==> config.mk <==
export PLATFORM = sky130hd
export DESIGN_NAME = executor_commit_lines
export DESIGN_NICKNAME = d
export VERILOG_FILES = /design/src/rtl/executor_commit_lines.sv
export SDC_FILE = /design/constraint.sdc
export NUM_CORES = 1
export LEC_CHECK = 0
export ABC_AREA = 1
export BUFFER_PORTS_ARGS = -buffer_cell sky130_fd_sc_hd__buf_4
export CAP_MARGIN = 20
export CORE_ASPECT_RATIO = 1.1
export CORE_UTILIZATION = 37
export DETAILED_ROUTE_END_ITERATION = 7
export PLACE_DENSITY = 0.8
export SYNTH_ARGS = -nofsm -noshare
export SYNTH_HDL_FRONTEND = slang
export SYNTH_SLANG_ARGS = --single-unit
==> constraint.sdc <==
create_clock -name clk_i -period 1.05 [get_ports clk_i]
set_input_delay 0.105 -clock clk_i [delete_from_list [all_inputs] [get_ports clk_i]]
set_output_delay 0.105 -clock clk_i [all_outputs]
set_load 0.02 [all_outputs]
==> src/rtl/executor_commit_lines.sv <==
// Commit executor: latches a falling piece, writes it into matrix memory, rescans the rows it covers
// and reports full lines before pulsing empty_o. Row scan/report is built only with EXECUTOR_COMMIT_SCAN_EN.
package executor_commit_lines_pkg;
  localparam int pf_width_lp  = 16;
  localparam int pf_height_lp = 32;

  typedef struct packed {
    logic [$clog2(pf_width_lp)-1:0]  x;
    logic [$clog2(pf_height_lp)-1:0] y;
  } point_t;
endpackage

module executor_commit_lines
  import executor_commit_lines_pkg::*;
#(
  parameter int width_p     = pf_width_lp,
  parameter int height_p    = pf_height_lp,
  parameter int shape_dim_p = 4
) (
  input  logic                                   clk_i,
  input  logic                                   reset_n_i,
  input  logic                                   v_i,
  output logic                                   ready_o,
  input  point_t                                 pos_i,
  input  logic [shape_dim_p-1:0][shape_dim_p-1:0] shape_i,
  output logic                                   empty_o,
  output point_t                                 mm_write_addr_o,
  output logic [shape_dim_p-1:0][shape_dim_p-1:0] mm_write_data_o,
  output logic                                   mm_write_v_o,
  input  logic                                   mm_is_ready_i,
  output logic [$clog2(height_p)-1:0]            mm_row_addr_o,
  output logic                                   mm_row_v_o,
  input  logic [width_p-1:0]                     mm_row_data_i,
  output logic                                   lines_v_o,
  input  logic                                   lines_ready_i,
  output logic [shape_dim_p-1:0]                 lines_mask_o,
  output logic [$clog2(shape_dim_p+1)-1:0]       lines_count_o
);
  localparam int yw = $clog2(height_p);
  localparam int sw = $clog2(shape_dim_p+1);

  typedef enum logic [2:0] {IDLE, WRITE, WAIT, SCAN, REPORT, EMPTY} state_t;

  state_t                                state_reg, state_next;
  point_t                                pos_reg;
  logic [shape_dim_p-1:0][shape_dim_p-1:0] shape_reg;
  logic                                  scan_last;

  always_ff @(posedge clk_i or negedge reset_n_i) begin
    if (!reset_n_i) begin
      state_reg <= IDLE;
      pos_reg   <= '0;
      shape_reg <= '0;
    end else begin
      state_reg <= state_next;
      if (state_reg == IDLE && v_i) begin
        pos_reg   <= pos_i;
        shape_reg <= shape_i;
      end
    end
  end

  always_comb begin
    state_next   = state_reg;
    ready_o      = 1'b0;
    empty_o      = 1'b0;
    mm_write_v_o = 1'b0;
    case (state_reg)
      IDLE: begin
        ready_o = 1'b1;
        if (v_i) state_next = WRITE;
      end
      WRITE: begin
        mm_write_v_o = 1'b1;
        state_next   = WAIT;
      end
      WAIT: begin
`ifdef EXECUTOR_COMMIT_SCAN_EN
        if (mm_is_ready_i) state_next = SCAN;
`else
        if (mm_is_ready_i) state_next = EMPTY;
`endif
      end
`ifdef EXECUTOR_COMMIT_SCAN_EN
      SCAN:   if (scan_last) state_next = REPORT;
      REPORT: if (lines_ready_i) state_next = EMPTY;
`endif
      EMPTY: begin
        empty_o    = 1'b1;
        state_next = IDLE;
      end
      default: state_next = IDLE;
    endcase
  end

  assign mm_write_addr_o = pos_reg;
  assign mm_write_data_o = shape_reg;

`ifdef EXECUTOR_COMMIT_SCAN_EN
  localparam logic [yw:0] height_lim = (yw+1)'(height_p);

  logic [sw-1:0]          step_reg;
  logic                   rd_made_reg;
  logic [shape_dim_p-1:0] mask_reg, mask_next;
  logic [shape_dim_p:0]   row_nz;
  logic [yw:0]            row_sum;
  logic                   rd_en, row_full;

  // One bit wider than the row address so pos.y+s past the bottom cannot wrap back into range
  assign row_sum   = {1'b0, pos_reg.y} + (yw+1)'(step_reg);
  assign row_full  = &mm_row_data_i;
  assign scan_last = (step_reg == sw'(shape_dim_p));
  assign row_nz[shape_dim_p] = 1'b0;
  assign rd_en = (state_reg == SCAN) && row_nz[step_reg] && (row_sum < height_lim);

  genvar gi;
  for (gi = 0; gi < shape_dim_p; gi++) begin : g_row
    assign row_nz[gi] = |shape_reg[gi];
    // Data for the read issued at step gi returns at step gi+1; mask clears on the way back to IDLE
    assign mask_next[gi] = (state_reg == SCAN && step_reg == sw'(gi + 1)) ? (rd_made_reg & row_full)
                                                                          : ((state_reg != EMPTY) & mask_reg[gi]);
  end

  always_ff @(posedge clk_i or negedge reset_n_i) begin
    if (!reset_n_i) begin
      step_reg    <= '0;
      rd_made_reg <= 1'b0;
      mask_reg    <= '0;
    end else begin
      step_reg    <= (state_reg == SCAN) ? step_reg + sw'(1) : '0;
      rd_made_reg <= rd_en;
      mask_reg    <= mask_next;
    end
  end

  always_comb begin
    lines_count_o = '0;
    for (int i = 0; i < shape_dim_p; i++) lines_count_o = lines_count_o + sw'(mask_reg[i]);
  end

  assign mm_row_v_o    = rd_en;
  assign mm_row_addr_o = rd_en ? row_sum[yw-1:0] : '0;
  assign lines_v_o     = (state_reg == REPORT);
  assign lines_mask_o  = mask_reg;
`else
  logic unused_in;

  assign scan_last     = 1'b0;
  assign unused_in     = ^{lines_ready_i, mm_row_data_i, scan_last};
  assign mm_row_v_o    = 1'b0;
  assign mm_row_addr_o = '0;
  assign lines_v_o     = 1'b0;
  assign lines_mask_o  = '0;
  assign lines_count_o = '0;
`endif
endmodule

Word level (Yosys, flattened, before mapping)
Cells that the tools add are included.

Eq/ne operators: 5. Muxes and demuxes: 6. Reduce and logical (&&, ||, !) cells: 3.

Operators with widths (count): $pmux 3 s3 (1); $mux 3 (2); $ne 2x2->1 const B (2); $eq 3x1->1 const B (1); $eq 3x2->1 const B (1); $eq 3x3->1 const B (1); $logic_not 3->1 (1); $mux 1 (3); $reduce_and 2->1 (1); $logic_and 1x1->1 (1).

Register bits after elaboration: 28. Output and inout bits: 42. Logic and storage cells: 21.

Logic depth before layout (Yosys ltp)
Depth in word-level cells: 3. Mapped depth: 5. Mapped depth without buffers: 4.

Worst setup path after synthesis
OpenSTA, ideal clock, no wires.

Path kind: register to register. Start: reg state_reg[2]. End: reg shape_reg, in the netlist mm_write_data_o[14]. Data arrival time: 0.991 ns. Data required time: 0.933 ns. Path slack: -0.059 ns. Stages on the path, launching flop included: 6. Path buffers: 1. Clock period less this slack: 1.109 ns. Cells stage by stage: dfrtp_1 nor2_8 nand3_4 buf_6 nand2_1 nand2_1.

Longest elaborated chain between the ends: 2.

RTL lines: start, declared (RTL line 44) `state_t state_reg, state_next;`; start signal, assigned (RTL line 55) `state_reg <= state_next;`; $logic_not 3->1 (RTL line 56) `if (state_reg == IDLE && v_i) begin`; $logic_and 1x1->1 (RTL line 56); end signal, assigned (RTL line 58) `shape_reg <= shape_i;`; end, declared (RTL line 46) `logic [shape_dim_p-1:0][shape_dim_p-1:0] shape_reg;`.

Every way passes these cells. A chain may end at the register's enable or synchronous reset.

Worst setup path in the final report
Start: reg state_reg[0]. End: out ready_o.

Longest elaborated chain between the ends: 2.

RTL lines: $logic_not 3->1 (RTL line 68) `case (state_reg)`; $mux 1 (RTL line 68); end, declared (RTL line 23) `output logic ready_o,`.

Every way passes these cells.

==> summary by stage <==
Status
The flow ran to the end, but the final reports show violations. The checks that failed: setup timing.

Detailed routing
The count of nets left with antenna violations once routing finished came out at 0. After detailed routing, the number of vias per cell comes to 4.67. The number of design-rule violations left by the first detailed-router iteration is 33. The number of vias after detailed routing is 1,290. The routed design has 3760 µm of wire. In the routed design, unresolved DRC markers number 0. In the final routed layout, each cell accounts on average for 13.6 µm.

The first detailed-routing pass ran for 6 iterations.

Clock network
In this run the number of H-tree levels came out at 1. The maximum clock path buffer count is 2. Clock-pin slew was measured on the worst setup and hold paths at 0.16 ns. The clock latency of the later-clocked register in the worst-skew pair is 0.33 ns.

The clock drives 28 sinks. The cell sitting at the root of the clock tree is a sky130_fd_sc_hd__clkbuf_4. In this run, CTS created clock tree buffers numbering 3.

The CTS tree is done.

Power
The share of total power in sequential cells is 27.7%. The worst-case IR drop observed on VDD is 1.69 mV. The switching share of power is 41.6%. The leakage component of the power is 1.18 nW. The net switching power is 2.98 mW. Combinational logic burns 62.4% of the power. The share of total power in the clock network is 9.9%.

The power density over the cells is 3160 nW/µm². The total power after layout is 7.16 mW. The internal power is 4.18 mW.

STA
The final clock skew is 0.00910 ns. The count of pins over their slew limit is 0. Based on the critical path, the design can be clocked at up to 756 MHz.

The setup slack after layout is -0.273 ns. The tightest hold path in the finished design has a slack of 0.0144 ns. The final worst-path cycle share is 126%. The time the worst path needs with I/O delays and setup is 1.32 ns. Setup repair after global routing could not meet its margin everywhere. The number of failing hold endpoints at the final stage came to 0. The final setup violation count is 31.

Synth
Counting flops with a built-in enable in the synthesized netlist gives 0. The top cell type by area accounts for 53.9% of the synthesized area. The prevailing post-synth register cell is sky130_fd_sc_hd__dfrtp_1. For this run, the number of Yosys warnings is 0. Counting flops with an async set or reset pin after synthesis yields a share of 100%. sky130_fd_sc_hd__dfrtp_1 takes more of the synthesized area than any other cell.

The synthesized area per cell is 9.21 µm². After synthesis, the cell types taking the most area are sky130_fd_sc_hd__dfrtp_1, sky130_fd_sc_hd__nand2_1, sky130_fd_sc_hd__nand4_1. Synthesis instantiated 16 different standard cells from the library. The most common cell in the synthesized netlist is sky130_fd_sc_hd__nand2_1.

By count the netlist is led by sky130_fd_sc_hd__nand2_1, sky130_fd_sc_hd__dfrtp_1, sky130_fd_sc_hd__nand4_1. After synthesis, flip-flops and latches occupy 53.9% of the total area. The cell area that synthesis handed to floorplanning was 1300 µm². The cell count after synthesis came out at 141. The post-synthesis sequential element count is 28.

Placed design
Prior to clock tree synthesis, the placed netlist has a worst setup slack of -0.126 ns. The quantity of I/O buffers inserted on ports is 56. The HPWL after detailed placement is 2080 µm. Routability-driven placement finished with a final weighted congestion of 0.795. The instance area at placement is 1730 µm². After detailed placement, the design holds a cell count of 243.

Global routing
The via count of the first global-routing pass is 1,134. Entering global routing, the biggest net connects 29 pins. Global routing used 18.7% of the available tracks. The first-pass GRT wire length is 5350 µm. The final global-route overflow total is 0. The number of antenna violations at the first check in global routing is 0.

Die
The die width is 58.5 µm. The die is 64.1 µm tall. The placement row count is 22. The area of the die is 3750 µm².

The core region is 3330 µm². 88 I/O pins were placed. For this configuration, the core starts out at a cell density of 39.0%.

Setup path
The required time of the critical path is 0.94 ns. The startpoint type of the worst setup path is a register. STA classifies the critical path endpoint as an output port. The arrival time of the worst setup path is 1.22 ns. The maximum fanout along the worst path is 3. The category of the most critical setup path is register to output port.

Finish
At the end of the flow, the number of nets in the layout was 275. The post-route netlist has 53.1% of its cells at a drive strength greater than 1. The design area is 2270 µm². After the flow finishes, the layout carries non-filler instances totaling 276. The antenna diode count is 0. The synthesis-to-finish area growth is 74.5%. The register with the most flip-flops in the layout has 16 of them.

Job
The total of max-cap violations is 0.

Min path
In this run the worst hold path is classified as input pin to register.
## cell usage in the layout (no fill, tap or decap), types with 2 or more instances in the layout
cell type	synthesis	routed
sky130_fd_sc_hd__dfrtp_2	0	2
sky130_fd_sc_hd__nand2_2	0	16
sky130_fd_sc_hd__buf_6	2	19
sky130_fd_sc_hd__buf_12	0	3
sky130_fd_sc_hd__nand2_4	0	2
sky130_fd_sc_hd__buf_4	15	60
sky130_fd_sc_hd__nor2_4	0	2
sky130_fd_sc_hd__dlygate4sd3_1	0	6
sky130_fd_sc_hd__nand3_4	1	4
sky130_fd_sc_hd__nand2_1	52	34
sky130_fd_sc_hd__conb_1	1	14
sky130_fd_sc_hd__dfrtp_1	28	26
sky130_fd_sc_hd__clkbuf_4	0	3
sky130_fd_sc_hd__nand4_1	25	25
## repair_timing
item,CTS,global route
setup endpoints to repair,29,48
resized for setup,21,37
hold buffers,1,5
buffers inserted,2,16
hold endpoints to repair,28,5
cloned,4,1
pin swaps,6,4
## final timing paths
kind,slack [ns],startpoint,cells past startpoint,to
setup reg to reg,-0.21,state_reg[2],6,mm_write_addr_o[2]
min in group asynchronous,0.21,reset_n_i,2,mm_write_data_o[15]
hold / removal,0.01,shape_i[4],3,mm_write_data_o[4]
setup / recovery,-0.27,state_reg[0],2,ready_o
hold reg to reg,0.50,mm_write_addr_o[1],2,mm_write_addr_o[1]
max in group asynchronous,0.55,reset_n_i,2,state_reg[0]
## power by group through the flow
stage | combinational, mW | sequential, mW | clock, mW
floorplan | 1.18 | 2.47 | 0
global placement | 2.84 | 1.91 | 0
detailed placement | 2.91 | 1.93 | 0
CTS | 3.39 | 1.93 | 0.717
global route | 4.77 | 2.02 | 0.781
finish | 4.47 | 1.98 | 0.711
## logic make-up after synthesis
group,after synthesis,synth area share (%)
compound gates,2,0.771
buf+inv,26,13.4
simple gates,84,31.6
other cells,1,0.289
flops,28,53.9
## stage by stage
| stage | setup TNS, ns | utilization [%] |
|---|---|---|
| 2_1_floorplan | -0.423 | - |
| 3_3_place_gp | -1.97 | 51.9 |
| 3_5_place_dp | -2.66 | 51.9 |
| 4_1_cts | -5.25 | 58.2 |
| 5_1_grt | -6.98 | 68.0 |
| 6_report | -5.60 | 68.0 |
## critical path, cell delays in order (launching register included)
cell and delay (ns):
sky130_fd_sc_hd__dfrtp_2 0.50, sky130_fd_sc_hd__nor3_2 0.21, sky130_fd_sc_hd__buf_4 0.18
## metal layers
metal | GRT usage [%] | up-vias | wire length [µm]
li1 | - | 630 | -
met2 | 32.9 | 49 | 2020
met5 | 0 | - | 0
met4 | 4.76 | 0 | 43
met3 | 2.83 | 4 | 179
met1 | 23.8 | 607 | 1520
## layout make-up
type	instances	area (µm²)
repair buffers	90	825
clock buffers	3	22.5
well taps	48	60.1
clock inverters	1	30.0
multi-input cells	103	612
fillers	279	1060
flip-flops and latches	28	703
inverters	3	13.8
Power figures use the tool's default switching activity.
